==> config.mk <==
export PLATFORM = sky130hd
export DESIGN_NAME = key_frame_decoder_flat
export DESIGN_NICKNAME = d
export VERILOG_FILES = /design/src/rtl/keypad_pkg.sv /design/src/rtl/key_frame_decoder_if.sv /design/src/rtl/slot_sampler.sv /design/src/rtl/key_frame_decoder.sv /design/src/flat_wrapper.sv
export SDC_FILE = /design/constraint.sdc
export NUM_CORES = 1
export LEC_CHECK = 0
export CAP_MARGIN = 20
export CORE_ASPECT_RATIO = 1.4
export CORE_MARGIN = 2
export CORE_UTILIZATION = 60
export CTS_CLUSTER_SIZE = 8
export DETAILED_ROUTE_END_ITERATION = 8
export GPL_ROUTABILITY_DRIVEN = 1
export PLACE_DENSITY_LB_ADDON = 0.25
export SKIP_LAST_GASP = 1
export SLEW_MARGIN = 0
export SYNTH_ARGS = -nofsm -noshare
export SYNTH_HDL_FRONTEND = slang
export SYNTH_SLANG_ARGS = --single-unit
==> constraint.sdc <==
create_clock -name clk -period 3.2 [get_ports clk]
set_clock_uncertainty 0.05 [all_clocks]
set_input_delay 0.32 -clock clk [delete_from_list [all_inputs] [get_ports clk]]
set_output_delay 0.32 -clock clk [all_outputs]
set_load 0.005 [all_outputs]
==> src/rtl/keypad_pkg.sv <==
// Shared constants, FSM state and key encoder for the keypad
// frame decoder.
package keypad_pkg;

  localparam int NUM_SLOTS    = 13;
  localparam int FRAME_LAST   = 161;
  localparam int SAMPLE_FIRST = 10;
  localparam int SAMPLE_PITCH = 10;

  localparam logic [3:0] KEY_ENTER = 4'd10;
  localparam logic [3:0] KEY_CLOCK = 4'd11;
  localparam logic [3:0] KEY_ALARM = 4'd12;

  typedef enum logic {
    IDLE,
    PRESSED
  } key_state_t;

  // Lowest set slot wins: digit 0 highest, alarm lowest.
  function automatic logic [3:0] lowest_key(
    input logic [NUM_SLOTS-1:0] v
  );
    logic [3:0] code;
    code = '0;
    for (int i = NUM_SLOTS - 1; i >= 0; i--) begin
      if (v[i]) code = 4'(i);
    end
    return code;
  endfunction

endpackage

==> src/rtl/key_frame_decoder_if.sv <==
// Scan/key bundle between the serializer side, the decoder and
// the clock/alarm control logic.
interface key_frame_decoder_if #(
  parameter int CNT_W     = 10,
  parameter int NUM_SLOTS = keypad_pkg::NUM_SLOTS
);

  logic                 tick;
  logic                 signal;
  logic [CNT_W-1:0]     count;
  logic                 key_valid;
  logic [3:0]           key_code;
  logic                 key_held;
  logic [NUM_SLOTS-1:0] stable_keys;
  logic                 frame_done;

  modport master (
    output tick,
    output signal,
    input  count,
    input  key_valid,
    input  key_code,
    input  key_held,
    input  stable_keys,
    input  frame_done
  );

  modport slave (
    input  tick,
    input  signal,
    output count,
    output key_valid,
    output key_code,
    output key_held,
    output stable_keys,
    output frame_done
  );

endinterface

==> src/rtl/slot_sampler.sv <==
// Scan counter and per-slot sample-point capture of the serial
// key line.
module slot_sampler #(
  parameter int CNT_W      = 10,
  parameter int FRAME_LAST = keypad_pkg::FRAME_LAST,
  parameter int NUM_SLOTS  = keypad_pkg::NUM_SLOTS
) (
  input  logic                 clk,
  input  logic                 reset,
  input  logic                 tick,
  input  logic                 signal,
  output logic [CNT_W-1:0]     count,
  output logic [NUM_SLOTS-1:0] raw,
  output logic                 frame_done
);

  import keypad_pkg::*;

  logic at_last;

  assign at_last    = count == CNT_W'(FRAME_LAST);
  assign frame_done = tick && at_last;

  // Only the centre of each slot window is sampled.
  always_ff @(posedge clk) begin
    if (!reset) begin
      count <= '0;
      raw   <= '0;
    end else if (tick) begin
      count <= at_last ? '0 : count + 1'b1;
      if (count == '0) begin
        raw <= '0;
      end else begin
        for (int k = 0; k < NUM_SLOTS; k++) begin
          if (count == CNT_W'(SAMPLE_FIRST + k * SAMPLE_PITCH))
            raw[k] <= signal;
        end
      end
    end
  end

endmodule

==> src/rtl/key_frame_decoder.sv <==
// Keypad frame decoder: frame debounce, stable key vector and
// press-event FSM on top of the slot sampler.
module key_frame_decoder #(
  parameter int CNT_W           = 10,
  parameter int FRAME_LAST      = keypad_pkg::FRAME_LAST,
  parameter int NUM_SLOTS       = keypad_pkg::NUM_SLOTS,
  parameter int DEBOUNCE_FRAMES = 3
) (
  input  logic                clk,
  input  logic                reset,
  key_frame_decoder_if.slave  bus
);

  import keypad_pkg::*;

  logic [CNT_W-1:0]     count;
  logic [NUM_SLOTS-1:0] raw;
  logic                 frame_done;
  logic [NUM_SLOTS-1:0] cand;
  logic [NUM_SLOTS-1:0] stable;
  logic [2:0]           deb_cnt;
  key_state_t           state;
  key_state_t           state_nx;
  logic [3:0]           code_q;
  logic [3:0]           code_nx;
  logic                 fire;

  slot_sampler #(
    .CNT_W      (CNT_W),
    .FRAME_LAST (FRAME_LAST),
    .NUM_SLOTS  (NUM_SLOTS)
  ) u_sampler (
    .clk        (clk),
    .reset      (reset),
    .tick       (bus.tick),
    .signal     (bus.signal),
    .count      (count),
    .raw        (raw),
    .frame_done (frame_done)
  );

  // Any frame that differs from the candidate restarts the run.
  always_ff @(posedge clk) begin
    if (!reset) begin
      cand    <= '0;
      deb_cnt <= '0;
      stable  <= '0;
    end else begin
      if (frame_done) begin
        if (raw == cand) begin
          if (deb_cnt < 3'(DEBOUNCE_FRAMES))
            deb_cnt <= deb_cnt + 3'd1;
        end else begin
          cand    <= raw;
          deb_cnt <= 3'd1;
        end
      end
      if (deb_cnt == 3'(DEBOUNCE_FRAMES))
        stable <= cand;
    end
  end

  always_ff @(posedge clk) begin
    if (!reset) begin
      state  <= IDLE;
      code_q <= '0;
    end else begin
      state  <= state_nx;
      code_q <= code_nx;
    end
  end

  always_comb begin
    state_nx = state;
    code_nx  = code_q;
    fire     = 1'b0;
    unique case (state)
      IDLE: begin
        if (stable != '0) begin
          state_nx = PRESSED;
          code_nx  = lowest_key(stable);
          fire     = 1'b1;
        end
      end
      PRESSED: begin
        if (stable == '0) state_nx = IDLE;
      end
      default: state_nx = IDLE;
    endcase
  end

  assign bus.count       = count;
  assign bus.frame_done  = frame_done;
  assign bus.stable_keys = stable;
  assign bus.key_valid   = fire;
  assign bus.key_code    = code_nx;
  assign bus.key_held    = state == PRESSED;

endmodule

==> src/flat_wrapper.sv <==
// flat-port wrapper written by rule: the top's interface ports become plain ports
module key_frame_decoder_flat import keypad_pkg::*;
#(
  parameter int CNT_W           = 10,
  parameter int FRAME_LAST      = keypad_pkg::FRAME_LAST,
  parameter int NUM_SLOTS       = keypad_pkg::NUM_SLOTS,
  parameter int DEBOUNCE_FRAMES = 3
)
  (clk, reset, bus_tick, bus_signal, bus_count, bus_key_valid, bus_key_code, bus_key_held, bus_stable_keys, bus_frame_done);
  key_frame_decoder_if #(.CNT_W(CNT_W), .NUM_SLOTS(NUM_SLOTS)) bus_i ();
  input  logic clk;
  input  logic reset;
  input wire logic [$bits(bus_i.tick)-1:0] bus_tick;
  input wire logic [$bits(bus_i.signal)-1:0] bus_signal;
  output wire logic [$bits(bus_i.count)-1:0] bus_count;
  output wire logic [$bits(bus_i.key_valid)-1:0] bus_key_valid;
  output wire logic [$bits(bus_i.key_code)-1:0] bus_key_code;
  output wire logic [$bits(bus_i.key_held)-1:0] bus_key_held;
  output wire logic [$bits(bus_i.stable_keys)-1:0] bus_stable_keys;
  output wire logic [$bits(bus_i.frame_done)-1:0] bus_frame_done;
  assign bus_i.tick = bus_tick;
  assign bus_i.signal = bus_signal;
  assign bus_count = bus_i.count;
  assign bus_key_valid = bus_i.key_valid;
  assign bus_key_code = bus_i.key_code;
  assign bus_key_held = bus_i.key_held;
  assign bus_stable_keys = bus_i.stable_keys;
  assign bus_frame_done = bus_i.frame_done;
  key_frame_decoder #(.CNT_W(CNT_W), .FRAME_LAST(FRAME_LAST), .NUM_SLOTS(NUM_SLOTS), .DEBOUNCE_FRAMES(DEBOUNCE_FRAMES)) u_core (.clk(clk), .reset(reset), .bus(bus_i));
endmodule
==> reports/qor.yml <==
clk_pin_slew_ns: 0.06
die_width_um: 63.42
clock-sinks: 57
hold_path_depth: 3
final_common_cell: "dfxtp_1"
final_cell_mix: "dfxtp_1, nand2_1, clkdlybuf4s50_1"
ys_types: 49
worst_pin_slew_ns: 0.9007
routed_wl_mm: 6.432
synth_edf_count: 0
routabilityCongestion: 0.8764
syn_inst: 336
core_area_um2: 4805
grt_pass1_vias: 2356
hp-class: "input pin to flip-flop"
synthArstFlopShare: 0
via_per_inst: 5.691
worstSkewPairLatency_ns: 0.34
layout-drive-gt1-share: 0.08130
tritoncts: "built"
syn_area_per_cell_um2: 8.825
path_cells: "or4_1 -> o41ai_4 -> nand2_1 -> o41ai_1 -> clkdlybuf4s50_1"
cp-startpoint: "u_core.bus.stable_keys[4]"
finalCritPeriodShare: 0.9127
grt_max_degree: 47
route.detailed.drc: 0
crit_type: "flip-flop to output port"
layout.nets: 374
ys_ff_latch: 57
io_pins: 34
post-cts-setup-buffer-count: 0
syn_nets: 346
cts_buffers: 9
wl_met1_mm: 2.661
antenna_left: 0
clock_path_buffers: 2
setup_tns_ns: 0
met3_length_um: 265
cpPeakStageDelay_ns: 0.63
yosysSeqAreaShare: 0.3848
drt-pass1-iter-count: 4
crit_required_ns: 2.83
outcome: "complete, no violations"
critPathSlowestCell: "or4_1"
groute.usage.overall: 0.2600
drv_cap: 0
cts_max_level: 3
port_buffers: 33
area_growth_pct: 16.62
syn_area_um2: 2965
grt_pass1_wl_mm: 11.17
worstRegToRegCells: 5
antenna_found_initial: 0
vias: 2464
routed.top_layer: "met4"
path_max_fanout: 6
core.rowCount: 30
hold_violations: 0
post_cts_resized: 0
min_period_ns: 2.921
ir_drop_mv: 0.2924
leakage_nw: 1.220
relSlewSlack: 0.3949
post_drt_wl_per_cell_um: 14.85
worstHoldStart: "reset"
post-route-util: 0.7198
nFillCells: 416
crit_arrival_ns: 2.55
fmaxAchievable_mhz: 342.4
cts_hold_buf: 0
start_kind: "flip-flop"
r2r-start: "u_core.u_sampler.count[2]"
die_area_um2: 5529
cts-root-buf: "clkbuf_8"
diodes: 0
ys_warn_count: 0
met2WireLength_mm: 3.214
whs_ns: 0.3396
critPathCaptureType: "output port"
setup_viol: 0
overflow: 0
p_per_area_nw_per_um2: 393.6
drt_iter0_markers: 125
rsz0062_at_grt: "no"
hpwlAfterDp_mm: 4.677
initial_core_util: 0.6172
dieHeight_um: 87.18
drv_slew: 0
synth_ff_type: "dfxtp_1"
-- logic make-up (layout without fill, tap and decap cells) --
group / Yosys count / in the layout / synth area share
xor+xnor: 22 / 22 / 0.06498
simple gates: 147 / 147 / 0.2692
buf+inv: 29 / 62 / 0.04557
flops: 57 / 57 / 0.3848
fa+ha+maj: 6 / 6 / 0.02532
compound gates: 46 / 46 / 0.1122
mux: 29 / 29 / 0.09789
-- cell type report --
class / instances / area, um2 / share of cell area
Sequential cell: 57 / 1141 / 0.3300
Clock buffer: 10 / 127.6 / 0.03690
Tap cell: 64 / 80.08 / 0.02315
Clock inverter: 6 / 35.03 / 0.01013
Inverter: 10 / 37.54 / 0.01085
Timing Repair Buffer: 36 / 347.8 / 0.1006
Multi-Input combinational cell: 250 / 1689 / 0.4884
-- through the flow --
step	total power (W)	instances	area [um2]	setup slack [ns]
3_5_place_dp	0.0008107	417	3296	0.6480
2_1_floorplan	0.0007888	336	2965	1.314
5_1_grt	0.001413	433	3458	0.1463
4_1_cts	0.001373	433	3458	0.2642
6_report	0.001361	433	3458	0.2795
3_3_place_gp	0.0008098	417	3296	0.6895
-- path summary, 6_finish.rpt --
kind,end,slack (ns)
max,bus_key_code[1],0.28
min,u_core.cand[3],0.34
max reg2reg,u_core.cand[8],0.96
min reg2reg,u_core.cand[3],0.44
-- metal layers --
| metal | global-route usage | vias up |
|---|---|---|
| li1 | - | 1229 |
| met1 | 0.2799 | 1142 |
| met2 | 0.4507 | 69 |
| met3 | 0.05563 | 24 |
| met4 | 0.1838 | 0 |
| met5 | 0 | - |
-- power breakdown --
group	total [W]	internal, W	switching (W)
Combinational	0.0000793	0.0000326	0.0000467
Clock	0.000565	0.000274	0.000291
Sequential	0.000717	0.000712	0.00000443
Total	0.00136	0.00102	0.000342
-- registers in the layout, summed over array words and instances, names as in the netlist --
register and cells:
u_core.bus.stable_keys 13, u_core.code_q 4, u_core.u_sampler.raw 13, u_core.u_sampler.count 10, u_core.bus.key_held 1, u_core.cand 13
u_core.deb_cnt 3
-- synth_stat cells, drive strengths merged, types with 3 or more instances --
library cell	instances	area (um2)
nor2b	21	131.4
mux2i	29	290.3
o41ai	3	45.05
clkbuf	10	37.54
nor4	7	65.06
ha	6	75.07
inv	10	37.53
xnor2	11	96.34
or4	5	48.79
xor2	11	96.34
and2	3	18.77
nor2	19	73.82
o21a	11	82.58
dfxtp	57	1141
o21ai	15	75.07
nand2	39	146.4
nor3	14	81.33
and3	4	25.02
nand3	19	95.09
nand2b	4	25.02
nand4	7	50.05
buf	9	60.06
a21oi	5	36.29
-- worst max-delay path, delay by kind of cell, from the launching register on --
family,cells,cell delay (ns)
simple gates,2,0.73
compound gates,2,0.55
flops,1,0.35
buf+inv,1,0.58
Power figures use the tool's default switching activity.
